`config.mk`:
```
export PLATFORM = sky130hd
export DESIGN_NAME = nasti_lite_io_arbiter
export DESIGN_NICKNAME = d
export VERILOG_FILES = /design/src/rtl/nasti_lite_io_arbiter.sv
export SDC_FILE = /design/constraint.sdc
export NUM_CORES = 1
export LEC_CHECK = 0
export ABC_AREA = 0
export CAP_MARGIN = 10
export CORE_MARGIN = 8
export CORE_UTILIZATION = 26
export DETAILED_ROUTE_END_ITERATION = 16
export MAX_ROUTING_LAYER = met4
export PLACE_DENSITY = 0.95
export SLEW_MARGIN = 20
export SYNTH_ARGS = -nofsm -noshare
export SYNTH_HDL_FRONTEND = slang
export SYNTH_SLANG_ARGS = --single-unit
```
`constraint.sdc`:
```
create_clock -name i_clk -period 4.75 [get_ports i_clk]
set_input_delay 1.425 -clock i_clk [delete_from_list [all_inputs] [get_ports i_clk]]
set_output_delay 1.425 -clock i_clk [all_outputs]
set_load 0.02 [all_outputs]
```
`src/rtl/nasti_lite_io_arbiter.sv`:
```
// Round-robin arbiter sharing one NASTI-Lite IO slave among NUM_MASTERS requesters.
// Read and write paths run independent FSMs, each with one outstanding transaction.
module nasti_lite_io_arbiter #(
  parameter int unsigned NUM_MASTERS = 2,
  parameter int unsigned ADDR_WIDTH  = 16,
  parameter int unsigned DATA_WIDTH  = 8
) (
  input  logic                                i_clk,
  input  logic                                i_rst,
  // master write address / data / response
  input  logic [NUM_MASTERS-1:0]              i_m_aw_valid,
  output logic [NUM_MASTERS-1:0]              o_m_aw_ready,
  input  logic [NUM_MASTERS*ADDR_WIDTH-1:0]   i_m_aw_addr,
  input  logic [NUM_MASTERS*3-1:0]            i_m_aw_prot,
  input  logic [NUM_MASTERS-1:0]              i_m_w_valid,
  output logic [NUM_MASTERS-1:0]              o_m_w_ready,
  input  logic [NUM_MASTERS*DATA_WIDTH-1:0]   i_m_w_data,
  input  logic [NUM_MASTERS*DATA_WIDTH/8-1:0] i_m_w_strb,
  output logic [NUM_MASTERS-1:0]              o_m_b_valid,
  input  logic [NUM_MASTERS-1:0]              i_m_b_ready,
  output logic [1:0]                          o_m_b_resp,
  // master read address / data
  input  logic [NUM_MASTERS-1:0]              i_m_ar_valid,
  output logic [NUM_MASTERS-1:0]              o_m_ar_ready,
  input  logic [NUM_MASTERS*ADDR_WIDTH-1:0]   i_m_ar_addr,
  input  logic [NUM_MASTERS*3-1:0]            i_m_ar_prot,
  output logic [NUM_MASTERS-1:0]              o_m_r_valid,
  input  logic [NUM_MASTERS-1:0]              i_m_r_ready,
  output logic [DATA_WIDTH-1:0]               o_m_r_data,
  output logic [1:0]                          o_m_r_resp,
  // slave write channels
  output logic                                o_s_aw_valid,
  input  logic                                i_s_aw_ready,
  output logic [ADDR_WIDTH-1:0]               o_s_aw_addr,
  output logic [2:0]                          o_s_aw_prot,
  output logic                                o_s_w_valid,
  input  logic                                i_s_w_ready,
  output logic [DATA_WIDTH-1:0]               o_s_w_data,
  output logic [DATA_WIDTH/8-1:0]             o_s_w_strb,
  input  logic                                i_s_b_valid,
  output logic                                o_s_b_ready,
  input  logic [1:0]                          i_s_b_resp,
  // slave read channels
  output logic                                o_s_ar_valid,
  input  logic                                i_s_ar_ready,
  output logic [ADDR_WIDTH-1:0]               o_s_ar_addr,
  output logic [2:0]                          o_s_ar_prot,
  input  logic                                i_s_r_valid,
  output logic                                o_s_r_ready,
  input  logic [DATA_WIDTH-1:0]               i_s_r_data,
  input  logic [1:0]                          i_s_r_resp
);

  localparam int N  = int'(NUM_MASTERS);
  localparam int AW = int'(ADDR_WIDTH);
  localparam int DW = int'(DATA_WIDTH);
  localparam int SW = DW / 8;
  localparam int IW = (N > 1) ? $clog2(N) : 1;

  typedef enum logic [1:0] {WIdle, WAddr, WResp} wstate_e;
  typedef enum logic [1:0] {RIdle, RAddr, RData} rstate_e;

  wstate_e         r_wstate, w_wstate_nxt;
  rstate_e         r_rstate, w_rstate_nxt;
  logic [IW-1:0]   r_wgnt, w_wgnt_nxt, r_wptr, w_wptr_nxt;
  logic [IW-1:0]   r_rgnt, w_rgnt_nxt, r_rptr, w_rptr_nxt;
  logic            r_aw_done, w_aw_done_nxt, r_w_done, w_w_done_nxt;
  logic            w_aw_hs, w_w_hs;
  logic [N-1:0]    w_weligible;

  // Highest priority goes to the first requester after ptr, wrapping around.
  function automatic logic [IW-1:0] rr_pick(input logic [N-1:0] req, input logic [IW-1:0] ptr);
    int idx;
    rr_pick = ptr;
    for (int k = N; k >= 1; k--) begin
      idx = (int'(ptr) + k) % N;
      if (req[idx]) rr_pick = IW'(idx);
    end
  endfunction

  assign w_weligible = i_m_aw_valid & i_m_w_valid;
  assign o_s_aw_addr = i_m_aw_addr[int'(r_wgnt)*AW +: AW];
  assign o_s_aw_prot = i_m_aw_prot[int'(r_wgnt)*3 +: 3];
  assign o_s_w_data  = i_m_w_data[int'(r_wgnt)*DW +: DW];
  assign o_s_w_strb  = i_m_w_strb[int'(r_wgnt)*SW +: SW];
  assign o_s_ar_addr = i_m_ar_addr[int'(r_rgnt)*AW +: AW];
  assign o_s_ar_prot = i_m_ar_prot[int'(r_rgnt)*3 +: 3];
  assign o_m_b_resp  = i_s_b_resp;
  assign o_m_r_data  = i_s_r_data;
  assign o_m_r_resp  = i_s_r_resp;

  always_ff @(posedge i_clk) begin
    if (i_rst) begin
      r_wstate  <= WIdle;
      r_rstate  <= RIdle;
      r_wgnt    <= '0;
      r_rgnt    <= '0;
      r_wptr    <= IW'(N - 1);
      r_rptr    <= IW'(N - 1);
      r_aw_done <= 1'b0;
      r_w_done  <= 1'b0;
    end else begin
      r_wstate  <= w_wstate_nxt;
      r_rstate  <= w_rstate_nxt;
      r_wgnt    <= w_wgnt_nxt;
      r_rgnt    <= w_rgnt_nxt;
      r_wptr    <= w_wptr_nxt;
      r_rptr    <= w_rptr_nxt;
      r_aw_done <= w_aw_done_nxt;
      r_w_done  <= w_w_done_nxt;
    end
  end

  always_comb begin
    w_wstate_nxt  = r_wstate;
    w_wgnt_nxt    = r_wgnt;
    w_wptr_nxt    = r_wptr;
    w_aw_done_nxt = r_aw_done;
    w_w_done_nxt  = r_w_done;
    w_aw_hs       = 1'b0;
    w_w_hs        = 1'b0;
    o_s_aw_valid  = 1'b0;
    o_s_w_valid   = 1'b0;
    o_s_b_ready   = 1'b0;
    o_m_aw_ready  = '0;
    o_m_w_ready   = '0;
    o_m_b_valid   = '0;
    unique case (r_wstate)
      WIdle: begin
        if (|w_weligible) begin
          w_wgnt_nxt   = rr_pick(w_weligible, r_wptr);
          w_wstate_nxt = WAddr;
        end
      end
      WAddr: begin
        o_s_aw_valid         = i_m_aw_valid[r_wgnt] & ~r_aw_done;
        o_s_w_valid          = i_m_w_valid[r_wgnt] & ~r_w_done;
        o_m_aw_ready[r_wgnt] = i_s_aw_ready & ~r_aw_done;
        o_m_w_ready[r_wgnt]  = i_s_w_ready & ~r_w_done;
        w_aw_hs              = o_s_aw_valid & i_s_aw_ready;
        w_w_hs               = o_s_w_valid & i_s_w_ready;
        // Done flags stop re-issue once a channel has handshaken.
        if ((r_aw_done | w_aw_hs) & (r_w_done | w_w_hs)) begin
          w_wstate_nxt  = WResp;
          w_aw_done_nxt = 1'b0;
          w_w_done_nxt  = 1'b0;
        end else begin
          w_aw_done_nxt = r_aw_done | w_aw_hs;
          w_w_done_nxt  = r_w_done | w_w_hs;
        end
      end
      WResp: begin
        o_m_b_valid[r_wgnt] = i_s_b_valid;
        o_s_b_ready         = i_m_b_ready[r_wgnt];
        if (i_s_b_valid & i_m_b_ready[r_wgnt]) begin
          w_wstate_nxt = WIdle;
          w_wptr_nxt   = r_wgnt;
        end
      end
      default: w_wstate_nxt = WIdle;
    endcase
    // Keep every handshake output quiet while reset is held.
    if (i_rst) begin
      o_s_aw_valid = 1'b0;
      o_s_w_valid  = 1'b0;
      o_s_b_ready  = 1'b0;
      o_m_aw_ready = '0;
      o_m_w_ready  = '0;
      o_m_b_valid  = '0;
    end
  end

  always_comb begin
    w_rstate_nxt = r_rstate;
    w_rgnt_nxt   = r_rgnt;
    w_rptr_nxt   = r_rptr;
    o_s_ar_valid = 1'b0;
    o_s_r_ready  = 1'b0;
    o_m_ar_ready = '0;
    o_m_r_valid  = '0;
    unique case (r_rstate)
      RIdle: begin
        if (|i_m_ar_valid) begin
          w_rgnt_nxt   = rr_pick(i_m_ar_valid, r_rptr);
          w_rstate_nxt = RAddr;
        end
      end
      RAddr: begin
        o_s_ar_valid         = i_m_ar_valid[r_rgnt];
        o_m_ar_ready[r_rgnt] = i_s_ar_ready;
        if (i_m_ar_valid[r_rgnt] & i_s_ar_ready) w_rstate_nxt = RData;
      end
      RData: begin
        o_m_r_valid[r_rgnt] = i_s_r_valid;
        o_s_r_ready         = i_m_r_ready[r_rgnt];
        if (i_s_r_valid & i_m_r_ready[r_rgnt]) begin
          w_rstate_nxt = RIdle;
          w_rptr_nxt   = r_rgnt;
        end
      end
      default: w_rstate_nxt = RIdle;
    endcase
    if (i_rst) begin
      o_s_ar_valid = 1'b0;
      o_s_r_ready  = 1'b0;
      o_m_ar_ready = '0;
      o_m_r_valid  = '0;
    end
  end

endmodule
```
# --- Yosys cells after proc, flatten, opt, wreduce, memory -nomap -nowiden ---
# Cells that the tools add are included.
word_totals:
  regBits: 10
  in_bits: 123
  out_inout_bits: 74
  word_cells: 134
op_classes:
  addsub: 4
  mul: 2
  n_lt_le_gt_ge: 8
  eq_ne: 10
  shifts: 6
  muxes: 60
  bitwise: 24
  n_reduce_logical: 12
ops:
  columns: ["operator", "count"]
  rows:
  - ["indexed part select 32 x 6 -> 16 bit", 2]
  - ["2-to-1 mux 1 bit", 40]
  - ["2-to-1 mux 2 bit", 16]
  - ["indexed part select 16 x 5 -> 8 bit", 1]
  - ["bitwise AND 2 bit", 6]
  - ["less-than comparator 2 x 3 -> 1 bit, second input constant", 4]
  - ["!= test 2 bit, second input constant", 6]
  - ["case mux 2 bit (3 select lines)", 2]
  - ["indexed part select 6 x 4 -> 3 bit", 2]
  - ["bitwise AND 1 bit", 10]
  - ["AND reduction 2 bit", 4]
  - ["multiplier 1 x 2 -> 3 bit, second input constant", 2]
  - ["AND reduction 3 bit", 2]
  - ["adder 1 bit, second input constant", 4]
  - ["bitwise AND 1 bit, first input constant", 4]
  - ["equality test 2 x 1 -> 1 bit, second input constant", 2]
  - ["equality test 2 bit, second input constant", 2]
  - ["zero test 2 bit", 2]
  - ["less-than comparator 1 x 2 -> 1 bit, second input constant", 2]
  - ["OR reduction 2 bit", 2]
  - ["demux 1 bit (select 1 bit)", 2]
  - [">= comparator 1 bit, second input constant", 2]
  - ["logical AND 1 bit", 2]
  - ["NOT 1 bit", 2]
  - ["2 further kinds", 3]

# --- Logic depth before layout (Yosys ltp) ---
logic_depth:
  depth_word: 8
  ltp_mapped: 5

# --- Least setup slack after synthesis ---
# OpenSTA, ideal clock, no wires.
synth_path:
  path_type: "input port to output port"
  startpoint: "input port i_rst"
  endpoint: "output port o_m_ar_ready[1]"
  arrival_time_ns: 2.403
  t_required_ns: 3.325
  path_slack_ns: 0.922
  stages: 2
  n_path_buf: 1
  cell_sequence: "buf_1 -> nor4b_1"
synth_between:
  elab_chain_len: 1
synth_lines:
  columns: ["item", "line", "source"]
  rows:
  - ["start, declared", "9", "input logic i_rst,"]
  - ["2-to-1 mux 2 bit", "203", "if (i_rst) begin"]
  - ["end, declared", "24", "output logic [NUM_MASTERS-1:0] o_m_ar_ready,"]
# Every way passes these cells.

# --- Worst setup path after layout ---
layout_path:
  startpoint: "input port i_s_aw_ready"
  endpoint: "output port o_m_aw_ready[1]"
layout_between:
  elab_chain_len: 4
layout_lines:
  columns: ["item", "line", "source"]
  rows:
  - ["start, declared", "33", "input logic i_s_aw_ready,"]
  - ["bitwise AND 1 bit", "138", "o_m_aw_ready[r_wgnt] = i_s_aw_ready & ~r_aw_done;"]
  - ["bitwise AND 2 bit (no source line)", null, null]
  - ["2-to-1 mux 2 bit", "128", "unique case (r_wstate)"]
  - ["2-to-1 mux 2 bit", "163", "if (i_rst) begin"]
  - ["end, declared", "12", "output logic [NUM_MASTERS-1:0] o_m_aw_ready,"]
# Every way passes these cells.

==> results <==
- The run finished with clean final reports.
- The smallest clock period supported by the final layout is computed as 4600 ps.
- The number of warnings issued by yosys is 0.
- The tightest slew margin relative to the limit is 69.5%.
- The critical path goes through clkdlybuf4s50_1 -> inv_1 -> or4_1 -> nor2_1 -> clkdlybuf4s50_1.
- In this run the clock root is driven by a sky130_fd_sc_hd__clkbuf_8.
- The number of setup violations in the final report is 0.
- The number of clock buffers inserted by TritonCTS is 3.
- The die is 87.7 µm wide.
- Setup repair after global routing left no endpoint under its margin.
- The analysis attributes to cell leakage a power of 1.11 nW.
- Ranked by instance count, the synthesized netlist is headed by sky130_fd_sc_hd__mux2_2 (47), sky130_fd_sc_hd__buf_4 (12), sky130_fd_sc_hd__dfxtp_1 (10), sky130_fd_sc_hd__nor2_1 (10), sky130_fd_sc_hd__nor3_1 (9).
- The worst setup path is captured at an output port.
- The number of hold violations in the final report came to 0.
- Synthesis produced a netlist whose cell count is 153.
- Based on the critical path, the design can be clocked at up to 218 MHz.
- Sequential cells account for 18.8% of the total power.
- The area enclosed by the die boundary is 7700 µm².
- In this run the register-to-register setup slack is 2960 ps.
- The cell occurring most often along the worst timing path is sky130_fd_sc_hd__clkdlybuf4s50_1.
- In this run, synthesis inferred 0 flip-flops with an integrated enable.
- By area the synthesized netlist is led by sky130_fd_sc_hd__mux2_2 (40%), sky130_fd_sc_hd__dfxtp_1 (15%), sky130_fd_sc_hd__buf_4 (6.7%), sky130_fd_sc_hd__nor3_1 (3.4%), sky130_fd_sc_hd__nor2_1 (2.8%).
- TritonCTS built the clock tree.
- The final worst clock skew is 0.487 ps.
- The number of iterations in the first detailed-routing pass is 5.
- The number of rows in the core area is 26.
- The cell taking the most area after synthesis is sky130_fd_sc_hd__mux2_2.
- The final worst hold slack is 507 ps.
- For this configuration, the core starts out at a cell density of 26.5%.
- The number of antenna diodes is 0.
- The area overhead of the layout relative to synthesis is 130%.
- The clock network power share is 20.2%.
- The post-CTS repair timing setup buffer count is 0.
- Once detailed placement completed, the half-perimeter wirelength came to 5760 µm.
- Buffers inserted to repair hold after CTS numbered 0.
- The power density over the cells is 168 nW/µm².
- The analysis attributes to net switching a power of 162 µW.
- Along the worst path, the maximum fanout reaches 3.
- The startpoint identified for the worst hold timing path is r_wstate[0].
- The cell with the largest stage delay on the worst path is sky130_fd_sc_hd__clkdlybuf4s50_1.
- CTS built an H-tree with a depth of 1.
- The startpoint class of the critical path is a primary input.
- The critical path's top delay family is buffers and inverters.
- The clock drives 10 sinks.
- Routability-driven placement finished with a final weighted congestion of 0.849.
- The path depth of the worst reg2reg path is 5.
- The tool flagged a number of max-cap violations equal to 0.
- The count of nets left with antenna violations once routing finished came out at 0.
- The remaining global-route overflow is 0.
- Counting both buffers and inverters, the worst setup path holds a total of 3.
- IR analysis of the VDD net gives a maximum drop of 143 µV.
- In the post-synthesis netlist, the cell with the most instances is sky130_fd_sc_hd__mux2_2.
- The portion of the post-synthesis area used by sequential elements is 15.0%.
- The total routing resource utilization after global routing is 16.1%.
- The critical path is of the in2out type.
- The fraction of registers with async set/reset is 0%.
- Among all flip-flop cells after synthesis, the most frequent one is sky130_fd_sc_hd__dfxtp_1.
- For the worst setup path, the data required time is 3320 ps.
- For this block, the routed nets add up to 6590 µm of wire.
- The peak per-stage delay on the critical path is 610 ps.
- Measured along the y axis, the die boundary spans 87.7 µm.
- In this run the tool buffered the top-level ports with 172 buffer cells.
- The number of nets at the end of the flow is 433.
- Adding up every negative setup slack in the final design gives 0 ps.
- The via count of the routed design is 1747.
- The share of final-layout standard cells stronger than drive strength 1 is 19.1%.
- The count of boundary I/O pins is 197.
- The combined flip-flop and latch cell area is 200 µm².
- The number of antenna violations at the first check in global routing came to 0.
- The path class of the tightest hold or removal check is reg2reg.
- The internal power is 355 µW.
- Summed over its instances, the top area cell type makes up 39.6% of the synthesized netlist area.
- Counting along the longest clock path gives a buffer depth of 2.
- The wire length of the first global-routing pass is 9600 µm.
- The number of global-route vias before repair came to 1760.
- In the routed design, unresolved DRC markers number 0.
- Post-CTS repair changed the size of 0 cells.
- After synthesis the netlist holds a flip-flop and latch count of 10.
- The area of combinational cells with multiple inputs is 975 µm².
- The destination of the worst hold path is r_wgnt.
- The count of final max-slew check failures is 0.
- The launching point of the worst reg2reg path is r_wgnt.
- In the finished design, the share of the clock period the worst path needs comes to 96.7%.
- For the worst-skew pair, the clock arrives at the later sink with an insertion delay of 230 ps.
- The total area inside the core boundary comes to 5040 µm².
- The fraction of power spent switching nets is 31.4%.
- The mean instance size in the synthesized netlist is 8.74 µm².
- Along the worst hold path, the cell count comes to 1.
- The clock transition time at the flip-flop clock pins of the worst setup and hold paths is 50 ps.
- STA puts the critical path data arrival time at 3170 ps.
- Dividing the detail-routed wire length by the instance count gives 17.4 µm.
- The worst register-to-register path ends at r_w_done.
- The mean number of vias per cell is 4.61.
- The layout has 407 filler cells.
- The number of nets in the synthesized netlist is 276.
- Entering global routing, the biggest net connects 37 pins.
- After the first detailed-routing iteration, the DRC count stood at 36.
- The distinct cell type count of the synthesized netlist is 37.
- The slew at the pin closest to its max-slew limit is 457 ps.
- Combinational logic burns 60.9% of the power.
- The post-synthesis cell area is 1340 µm².
-- area by class of cell --
type	count	share of cell area (%)
Timing Repair Buffer	175	56.6
Inverter	5	0.609
Sequential cell	10	6.50
Tap cell	70	2.84
Clock buffer	4	1.79
Multi-Input combinational cell	115	31.6
-- metal layers --
metal | part of all wire, % | vias to the layer above | GRT usage (%) | routed length [µm]
met5 | 0 | - | - | 0
met4 | 1.2 | 0 | 3.75 | 77
met3 | 5.1 | 6 | 2.25 | 334
met2 | 58 | 57 | 31.5 | 3820
met1 | 36 | 822 | 16.3 | 2360
li1 | - | 862 | - | -
-- cell families (layout without fill, tap and decap cells) --
kind of cell	count (synthesis)	after routing	synth area share (%)
AOI/OAI and AO/OA	17	17	10.1
DFF	10	10	15.0
buffers and inverters	28	184	12.2
and+or+nand+nor	46	46	18.1
muxes	52	52	44.6
-- worst max-delay path by stage --
stage                      end         start  cells after the start  slack (ps)
2_1_floorplan  o_m_ar_ready[1]         i_rst                      2         920
3_3_place_gp   o_m_aw_ready[1]  i_s_aw_ready                      5         200
3_5_place_dp   o_m_aw_ready[1]  i_s_aw_ready                      5         150
4_1_cts        o_m_aw_ready[1]  i_s_aw_ready                      5         140
5_1_grt         o_m_w_ready[1]         i_rst                      6          60
6_report       o_m_aw_ready[1]  i_s_aw_ready                      5         150
-- registers in the layout, indices dropped and copies added, names as in the netlist --
register	cells
r_wstate	2
r_rgnt	1
r_rstate	2
r_wptr	1
r_rptr	1
r_aw_done	1
r_wgnt	1
r_w_done	1
-- worst reg2reg max path, cell delays in order (launching register included) --
cell and delay, ps:
sky130_fd_sc_hd__dfxtp_1 310, sky130_fd_sc_hd__buf_4 400, sky130_fd_sc_hd__mux2i_4 330, sky130_fd_sc_hd__o21ba_2 180, sky130_fd_sc_hd__or3b_1 340, sky130_fd_sc_hd__a21oi_1 150
-- through the flow --
stage | instances | total power [mW] | util, % | worst slack (ps) | instance area (µm²)
2_1_floorplan | 153 | 0.251 | - | 922 | 1340
3_3_place_gp | 375 | 0.409 | 60.0 | 197 | 3030
3_5_place_dp | 375 | 0.415 | 60.0 | 146 | 3030
4_1_cts | 379 | 0.521 | 61.1 | 143 | 3080
5_1_grt | 379 | 0.542 | 61.1 | 60.5 | 3080
6_report | 379 | 0.518 | 61.1 | 155 | 3080
-- power groups by stage --
stage	Sequential, mW	Combinational (mW)	Clock [mW]
2_1_floorplan	0.0959	0.155	0
3_3_place_gp	0.0986	0.311	0
3_5_place_dp	0.0989	0.316	0
4_1_cts	0.0972	0.318	0.106
5_1_grt	0.0982	0.333	0.111
6_report	0.0975	0.315	0.105
-- placed cells by master (no fill, tap or decap), types with 4 or more instances in the layout --
| cell type | count |
|---|---|
| sky130_fd_sc_hd__a21oi_1 | 6 |
| sky130_fd_sc_hd__clkbuf_8 | 4 |
| sky130_fd_sc_hd__clkdlybuf4s50_1 | 172 |
| sky130_fd_sc_hd__dfxtp_1 | 10 |
| sky130_fd_sc_hd__inv_1 | 5 |
| sky130_fd_sc_hd__mux2_2 | 47 |
| sky130_fd_sc_hd__nand2_1 | 8 |
| sky130_fd_sc_hd__nor2_1 | 10 |
| sky130_fd_sc_hd__nor3_1 | 9 |
| sky130_fd_sc_hd__nor4_1 | 4 |
Power figures use the tool's default switching activity.
